--- config.mk ---
export PLATFORM = sky130hd
export DESIGN_NAME = rd_arb_ctrl
export DESIGN_NICKNAME = d
export VERILOG_FILES = /design/src/rtl/rd_arb_ctrl_pkg.sv /design/src/rtl/rd_arb_ctrl_rr_pick.sv /design/src/rtl/rd_arb_ctrl.sv
export SDC_FILE = /design/constraint.sdc
export NUM_CORES = 1
export LEC_CHECK = 0
export CORE_ASPECT_RATIO = 2
export CORE_MARGIN = 2
export CORE_UTILIZATION = 50
export CTS_BUF_LIST = sky130_fd_sc_hd__clkbuf_8
export DETAILED_ROUTE_END_ITERATION = 8
export PLACE_DENSITY = 0.82
export RECOVER_POWER = 100
export SKIP_LAST_GASP = 1
export SLEW_MARGIN = 5
export SYNTH_ARGS = -nofsm -noshare
export SYNTH_HDL_FRONTEND = slang
export SYNTH_SLANG_ARGS = --single-unit
--- constraint.sdc ---
create_clock -name rd_clk -period 2.1 [get_ports rd_clk]
set_input_delay 0.42 -clock rd_clk [delete_from_list [all_inputs] [get_ports rd_clk]]
set_output_delay 0.42 -clock rd_clk [all_outputs]
set_load 0.1 [all_outputs]
--- src/rtl/rd_arb_ctrl_pkg.sv ---
// rd_arb_ctrl_pkg: FSM encoding, default sizes and width helpers shared by the read arbiter.
package rd_arb_ctrl_pkg;
    typedef enum logic {IDLE = 1'b0, BURST = 1'b1} state_t;
    function automatic int cw(input int n);
        return (n <= 1) ? 1 : $clog2(n);
    endfunction
    localparam int DEF_NUM_REQ   = 4;
    localparam int DEF_DATA_W    = 8;
    localparam int DEF_BURST_MAX = 4;
    localparam int DEF_STALL_MAX = 8;
    localparam int DEF_ID_W      = cw(DEF_NUM_REQ);
    localparam int DEF_BCNT_W    = cw(DEF_BURST_MAX + 1);
    localparam int DEF_SCNT_W    = cw(DEF_STALL_MAX + 1);
endpackage

--- src/rtl/rd_arb_ctrl_rr_pick.sv ---
// rr_pick: combinational round-robin pick of the first requester after the last winner.
module rr_pick
    import rd_arb_ctrl_pkg::*;
#(
    parameter int N  = DEF_NUM_REQ,
    parameter int IW = cw(N)
) (
    input  logic [N-1:0]  req,
    input  logic [IW-1:0] last,
    output logic [N-1:0]  win,
    output logic [IW-1:0] idx,
    output logic          any
);
    logic [IW-1:0] j;
    // Scan from farthest to nearest so the nearest requester is assigned last and wins.
    always_comb begin
        idx = '0;
        any = 1'b0;
        j   = '0;
        for (int k = N; k >= 1; k--) begin
            j = IW'((int'(last) + k) % N);
            if (req[j]) begin
                idx = j;
                any = 1'b1;
            end
        end
        win = any ? (N'(1) << idx) : '0;
    end
endmodule

--- src/rtl/rd_arb_ctrl.sv ---
// rd_arb_ctrl: round-robin burst arbiter sharing one FIFO read port among NUM_REQ consumers.
module rd_arb_ctrl
    import rd_arb_ctrl_pkg::*;
#(
    parameter int NUM_REQ   = DEF_NUM_REQ,
    parameter int DATA_W    = DEF_DATA_W,
    parameter int BURST_MAX = DEF_BURST_MAX,
    parameter int STALL_MAX = DEF_STALL_MAX,
    localparam int ID_W     = cw(NUM_REQ),
    localparam int BCNT_W   = cw(BURST_MAX + 1),
    localparam int SCNT_W   = cw(STALL_MAX + 1)
) (
    input  logic               rd_clk,
    input  logic               rd_rst_n,
    input  logic [NUM_REQ-1:0] req,
    input  logic [NUM_REQ-1:0] cons_rdy,
    input  logic               empty,
    input  logic [DATA_W-1:0]  rd_data,
    output logic               rd_en,
    output logic [NUM_REQ-1:0] gnt,
    output logic               out_valid,
    output logic [ID_W-1:0]    out_id,
    output logic [DATA_W-1:0]  out_data
);
    state_t             state_q, state_d;
    logic [NUM_REQ-1:0] gnt_d, win;
    logic [ID_W-1:0]    g_q, g_d, last_q, last_d, win_idx;
    logic [BCNT_W-1:0]  bcnt_q, bcnt_d;
    logic [SCNT_W-1:0]  scnt_q, scnt_d;
    logic               any, stall;

    rr_pick #(.N(NUM_REQ), .IW(ID_W)) u_pick (
        .req  (req),
        .last (last_q),
        .win  (win),
        .idx  (win_idx),
        .any  (any)
    );

    assign rd_en = (state_q == BURST) & ~empty & req[g_q] & cons_rdy[g_q];
    assign stall = (state_q == BURST) & empty & req[g_q];

    always_comb begin
        state_d = state_q;
        gnt_d   = gnt;
        g_d     = g_q;
        last_d  = last_q;
        bcnt_d  = bcnt_q;
        scnt_d  = scnt_q;
        if (state_q == IDLE) begin
            if (any && !empty) begin
                state_d = BURST;
                gnt_d   = win;
                g_d     = win_idx;
                last_d  = win_idx;
                bcnt_d  = BCNT_W'(BURST_MAX);
                scnt_d  = '0;
            end
        end else begin
            bcnt_d = rd_en ? bcnt_q - BCNT_W'(1) : bcnt_q;
            scnt_d = rd_en ? '0 : stall ? scnt_q + SCNT_W'(1) : scnt_q;
            // Release on last pop, request drop, or the stall that reaches STALL_MAX.
            if ((rd_en && bcnt_q == BCNT_W'(1)) || !req[g_q] ||
                (stall && scnt_q == SCNT_W'(STALL_MAX - 1))) begin
                state_d = IDLE;
                gnt_d   = '0;
            end
        end
    end

    always_ff @(posedge rd_clk or negedge rd_rst_n) begin
        if (!rd_rst_n) begin
            state_q   <= IDLE;
            gnt       <= '0;
            g_q       <= '0;
            last_q    <= ID_W'(NUM_REQ - 1);
            bcnt_q    <= '0;
            scnt_q    <= '0;
            out_valid <= 1'b0;
            out_id    <= '0;
            out_data  <= '0;
        end else begin
            state_q   <= state_d;
            gnt       <= gnt_d;
            g_q       <= g_d;
            last_q    <= last_d;
            bcnt_q    <= bcnt_d;
            scnt_q    <= scnt_d;
            out_valid <= rd_en;
            if (rd_en) begin
                out_id   <= g_q;
                out_data <= rd_data;
            end
        end
    end
endmodule

# [Word-level counts from Yosys, hierarchy flattened]
# Cells that the tools add are included.
# W data, S select, Z words.
[op_classes] add_sub_neg=6 multipliers=0 n_div=0 n_lt_le_gt_ge=5 eq_ne=5 shift=1 muxes=34 n_bitwise=7 reduce_logical=12
[op_table] op="$mux W4" count=8
[op_table] op="$lt A2 B3 Y1 const B" count=5
[op_table] op="$mux W1" count=13
[op_table] op="$bmux W1 S2" count=6
[op_table] op="$mux W3" count=3
[op_table] op="$mux W2" count=4
[op_table] op="$reduce_and A2 Y1" count=4
[op_table] op="$and A1 B1 Y1" count=5
[op_table] op="$add A2 B1 Y2 const B" count=2
[op_table] op="$add A2 B2 Y2 const B" count=2
[op_table] op="$add A4 B1 Y4 const B" count=1
[op_table] op="$eq A4 B3 Y1 const B" count=1
[op_table] op="$shl A1 B2 Y4 const A" count=1
[op_table] op="$eq A3 B1 Y1 const B" count=1
[op_table] op="$logic_and A1 B1 Y1" count=3
[op_table] op="$ne A3 B2 Y1 const B" count=1
[op_table] op="$sub A3 B1 Y3 const B" count=1
[op_table] op="$logic_not A1 Y1" count=2
[op_table] op="$logic_or A1 B1 Y1" count=2
[op_table] op="$ne A2 B1 Y1 const B" count=1
[op_table] op="$ne A2 B2 Y1 const B" count=1
[op_table] op="$not A1 Y1" count=2
[op_table] op="$reduce_bool A2 Y1" count=1
[totals] ff_bits=27 latch_bits=0 ram_bits=0 rom_bits=0 inputBits=19 mem_count=0

# [Logic depth before layout (Yosys ltp)]
[logic_depth] ltp_word=11 ltp_mapped=7 depth_no_buf=6

# [Cells and area by module]
# Synthesis repeated with hierarchy kept, for this count alone.
[unflattened] cells_unflattened=129 hier_area_um2=1422.6
[by_module_without_submodules] module="rd_arb_ctrl" instances=1 cells_per_inst=101 area_each_um2=1244.9 seq_area_each_um2=678.2
[by_module_without_submodules] module="rr_pick" instances=1 cells_per_inst=28 area_each_um2=177.7 seq_area_each_um2=0.0

# [Least setup slack after synthesis]
# No wires, ideal clock.
[synth_path] path_type="register to output" from="register g_q[1]" to="output port rd_en" arrival_ns=1.882 required_time_ns=1.680 slack_ns=-0.202 stages_incl_launch_ff=6 path_buffers=1 path_cell_list="dfrtp_1 > or3b_1 > o22ai_4 > nand2_4 > buf_6 > inv_1"
[synth_via] elab_chain_len=4 elab_cells_between_ends=6 cone_classes="mux: 4; bitwise: 2"
[synth_lines] item="from (decl)" line_no="rd_arb_ctrl.sv:27" text="logic [ID_W-1:0] g_q, g_d, last_q, last_d, win_idx;"
[synth_lines] item="from (signal assigned)" line_no="rd_arb_ctrl.sv:85" text="g_q <= g_d;"
[synth_lines] item="$bmux W1 S2" line_no="rd_arb_ctrl.sv:40" text="assign rd_en = (state_q == BURST) & ~empty & req[g_q] & cons_rdy[g_q];"
[synth_lines] item="$mux W1 (not written as such)" line_no="rd_arb_ctrl.sv:40"
[synth_lines] item="$and A1 B1 Y1" line_no="rd_arb_ctrl.sv:40"
[synth_lines] item="$and A1 B1 Y1 *" line_no="rd_arb_ctrl.sv:40"
[synth_lines] item="to (decl)" line_no="rd_arb_ctrl.sv:19" text="output logic rd_en,"
# Every way passes the cells marked *; elsewhere a longest branch is shown, timed or not. The select of a mux whose other input is x is not followed.

# [Worst setup path in the final report]
[layout_path] from="register g_q[0]" to="output port rd_en"
# Same word-level chain as after synthesis.

==> flow_metrics.tcl <==
set metrics [dict create \
    initial_utilization 0.535 \
    vias_per_cell 5.57 \
    clk_pin_slew_worst_paths_ns 0.08 \
    dieArea_sq_um 3210 \
    drc_errors 0 \
    period_share 0.992 \
    slew-limit-headroom 0.540 \
    syn-mean-instance-area_sq_um 11.8 \
    max_freq_mhz 480 \
    required_ns 1.68 \
    drt-wirelength-per-cell_um 16.4 \
    worst_pin_slew_ns 0.690 \
    slowest_stage "mux4_2" \
    cap_violations 0 \
    final_period_minus_worst_setup_slack_ns 2.08 \
    finish.net_count 194 \
    grt_max_degree 28 \
    yosysSeqAreaShare 0.494 \
    hold_violations 0 \
    ctsHtreeMaxLevel 1 \
    endpoint "rd_en" \
    setup.worst_path.class "flip-flop to output port" \
    clockBufferDepth 2 \
    rr_endpoint "scnt_q[3]" \
    grt_antenna_before_repair 0 \
    overflow 0 \
    startpoint "g_q[0]" \
    syn-cell-area_sq_um 1370 \
    root_buffer "clkbuf_8" \
    syn_nets 138 \
    start_kind "flip-flop" \
    globalplace.congestion 0.710 \
    grt_pass1_vias 1178 \
    die_h_um 78.1 \
    ios 35 \
    syn_to_final_growth_pct 37.3 \
    grt_pass1_wl_mm 5.28 \
    status "finished, final reports clean" \
    skew_ns 0.00144 \
    numPortBuffers 34 \
    cts_tree "yes" \
    rr_startpoint "g_q[0]" \
    whs_ns 0.480 \
    diodes 0 \
    num_vias 1109 \
    cts_sinks 27 \
    rsz0062_at_grt "yes" \
    first_pass_iters 4 \
    rows 26 \
    dp_hpwl_mm 2.50 \
    most-common-layout-cells "32 x buf_4, 24 x dfrtp_1, 12 x clkdlybuf4s50_1" \
    final_max_slew_viol_count 0 \
    core-area_sq_um 2570 \
    cts_buffers 3 \
    endpoint_kind "output port" \
    first_iter_violations 20 \
    ant_nets 0 \
    yosysWarnings 0 \
    drive_gt1_frac 0.380 \
    path_cells "mux4_2 > nand2_4 > clkinvlp_4 > buf_12" \
    final_common_cell "buf_4" \
    grt_use_total 0.242 \
    ys_seq_elements 27 \
    crit_arrival_ns 1.66 \
    r2r_slack_ns 0.11 \
    cp_max_fo 3 \
    routed_wl_mm 3.26 \
    hold_path_class "flip-flop to flip-flop" \
    critPathMaxStageDelay_ns 0.58 \
    synth_cell_type_count 41 \
    die_x_um 41.1 \
    netlist_instances 116 \
    clock_latency_ns 0.27 \
    postLayoutCoreUtil 0.734 \
    rr_worst_depth 7 \
    fin_tns_setup_ns 0 \
    ctsHoldBuffers 0 \
    setup_viol 0 \
]
==> per-stage QoR <==
step | cells | worst slack (ns) | instance area (sq um)
after floorplan | 116 | -0.0546 | 1380
after global placement | 192 | -0.142 | 1820
after detailed placement | 192 | -0.212 | 1820
after CTS | 200 | 0.0170 | 1900
after global routing | 199 | -0.0431 | 1890
final | 199 | 0.0171 | 1890
==> kinds of logic (layout without fill, tap and decap cells) <==
logic type,after synthesis,count (layout),share of synthesized area
simple gates,40,40,0.169
fa+ha+maj,3,3,0.0273
mux,14,14,0.135
flops,27,27,0.494
compound gates,20,20,0.118
xor+xnor,3,3,0.0191
buf+inv,9,64,0.0382
==> worst min path at each step <==
stage                     startpoint         to  slack, ns  cells after the start
after floorplan             rd_rst_n  bcnt_q[0]       0.12                      0
after global placement     last_q[0]  last_q[0]       0.46                      2
after detailed placement   last_q[0]  last_q[0]       0.47                      2
after CTS                  last_q[0]  last_q[0]       0.48                      2
after global routing       last_q[0]  last_q[0]       0.51                      2
final                      last_q[0]  last_q[0]       0.48                      2
==> routing by layer <==
layer	vias to the layer above	track usage	wire, um
met1	548	0.264	1140
met4	0	0.107	87
li1	515	-	-
met5	-	0	0
met2	39	0.409	1890
met3	7	0.0508	145
==> synthesized netlist by cell type (all sizes together) <==
master	instances	share of area
nor4b	1	0.0064
nor2b	1	0.0046
mux2	11	0.10
dfstp	2	0.038
a311oi	1	0.0064
dfrtp	25	0.46
ha	3	0.027
and3	1	0.0055
or2	1	0.0046
nand3	4	0.015
a21o	2	0.011
nor4	2	0.020
nand2b	2	0.0091
mux2i	2	0.015
nor2	8	0.022
nor3b	1	0.0055
nand2	12	0.040
a21bo	1	0.0073
inv	6	0.016
o221a	1	0.015
o22ai	1	0.015
buf	2	0.012
or3	1	0.0046
o2bb2ai	1	0.0064
nand4	3	0.014
or2b	1	0.0064
o21ai	9	0.041
xor2	3	0.019
mux4	1	0.016
or3b	1	0.0064
nand3b	1	0.0055
a211o	1	0.0064
clkbuf	1	0.010
a21oi	3	0.011
==> what timing repair did <==
action	4_1_cts	5_1_grt
resized for setup	7	1
setup endpoints to repair	1	1
setup buffers	4	0
pin swaps	3	2
==> flip-flops by register name, summed over array words and instances, names as in the netlist <==
signal	flops
out_id	2
last_q	2
out_data	8
out_valid	1
state_q	1
scnt_q	4
gnt	4
bcnt_q	3
g_q	2
==> cell type report <==
class,instances,area [sq um]
Sequential cell,27,679
Inverter,6,26.3
Clock inverter,1,3.75
Tap cell,28,35.0
Multi-Input combinational cell,80,646
Fill cell,188,683
Timing Repair Buffer,54,455
Clock buffer,3,41.3
==> critical path: cells and delay by family (launching register included) <==
| kind | cells | cell delay, ns |
|---|---|---|
| buffers and inverters | 2 | 0.27 |
| and+or+nand+nor | 1 | 0.11 |
| DFF | 1 | 0.42 |
| muxes | 1 | 0.58 |
Power is left out: the tool's default activity adds up to more than one toggle a clock period on the data nets, which glitch-free logic cannot reach.
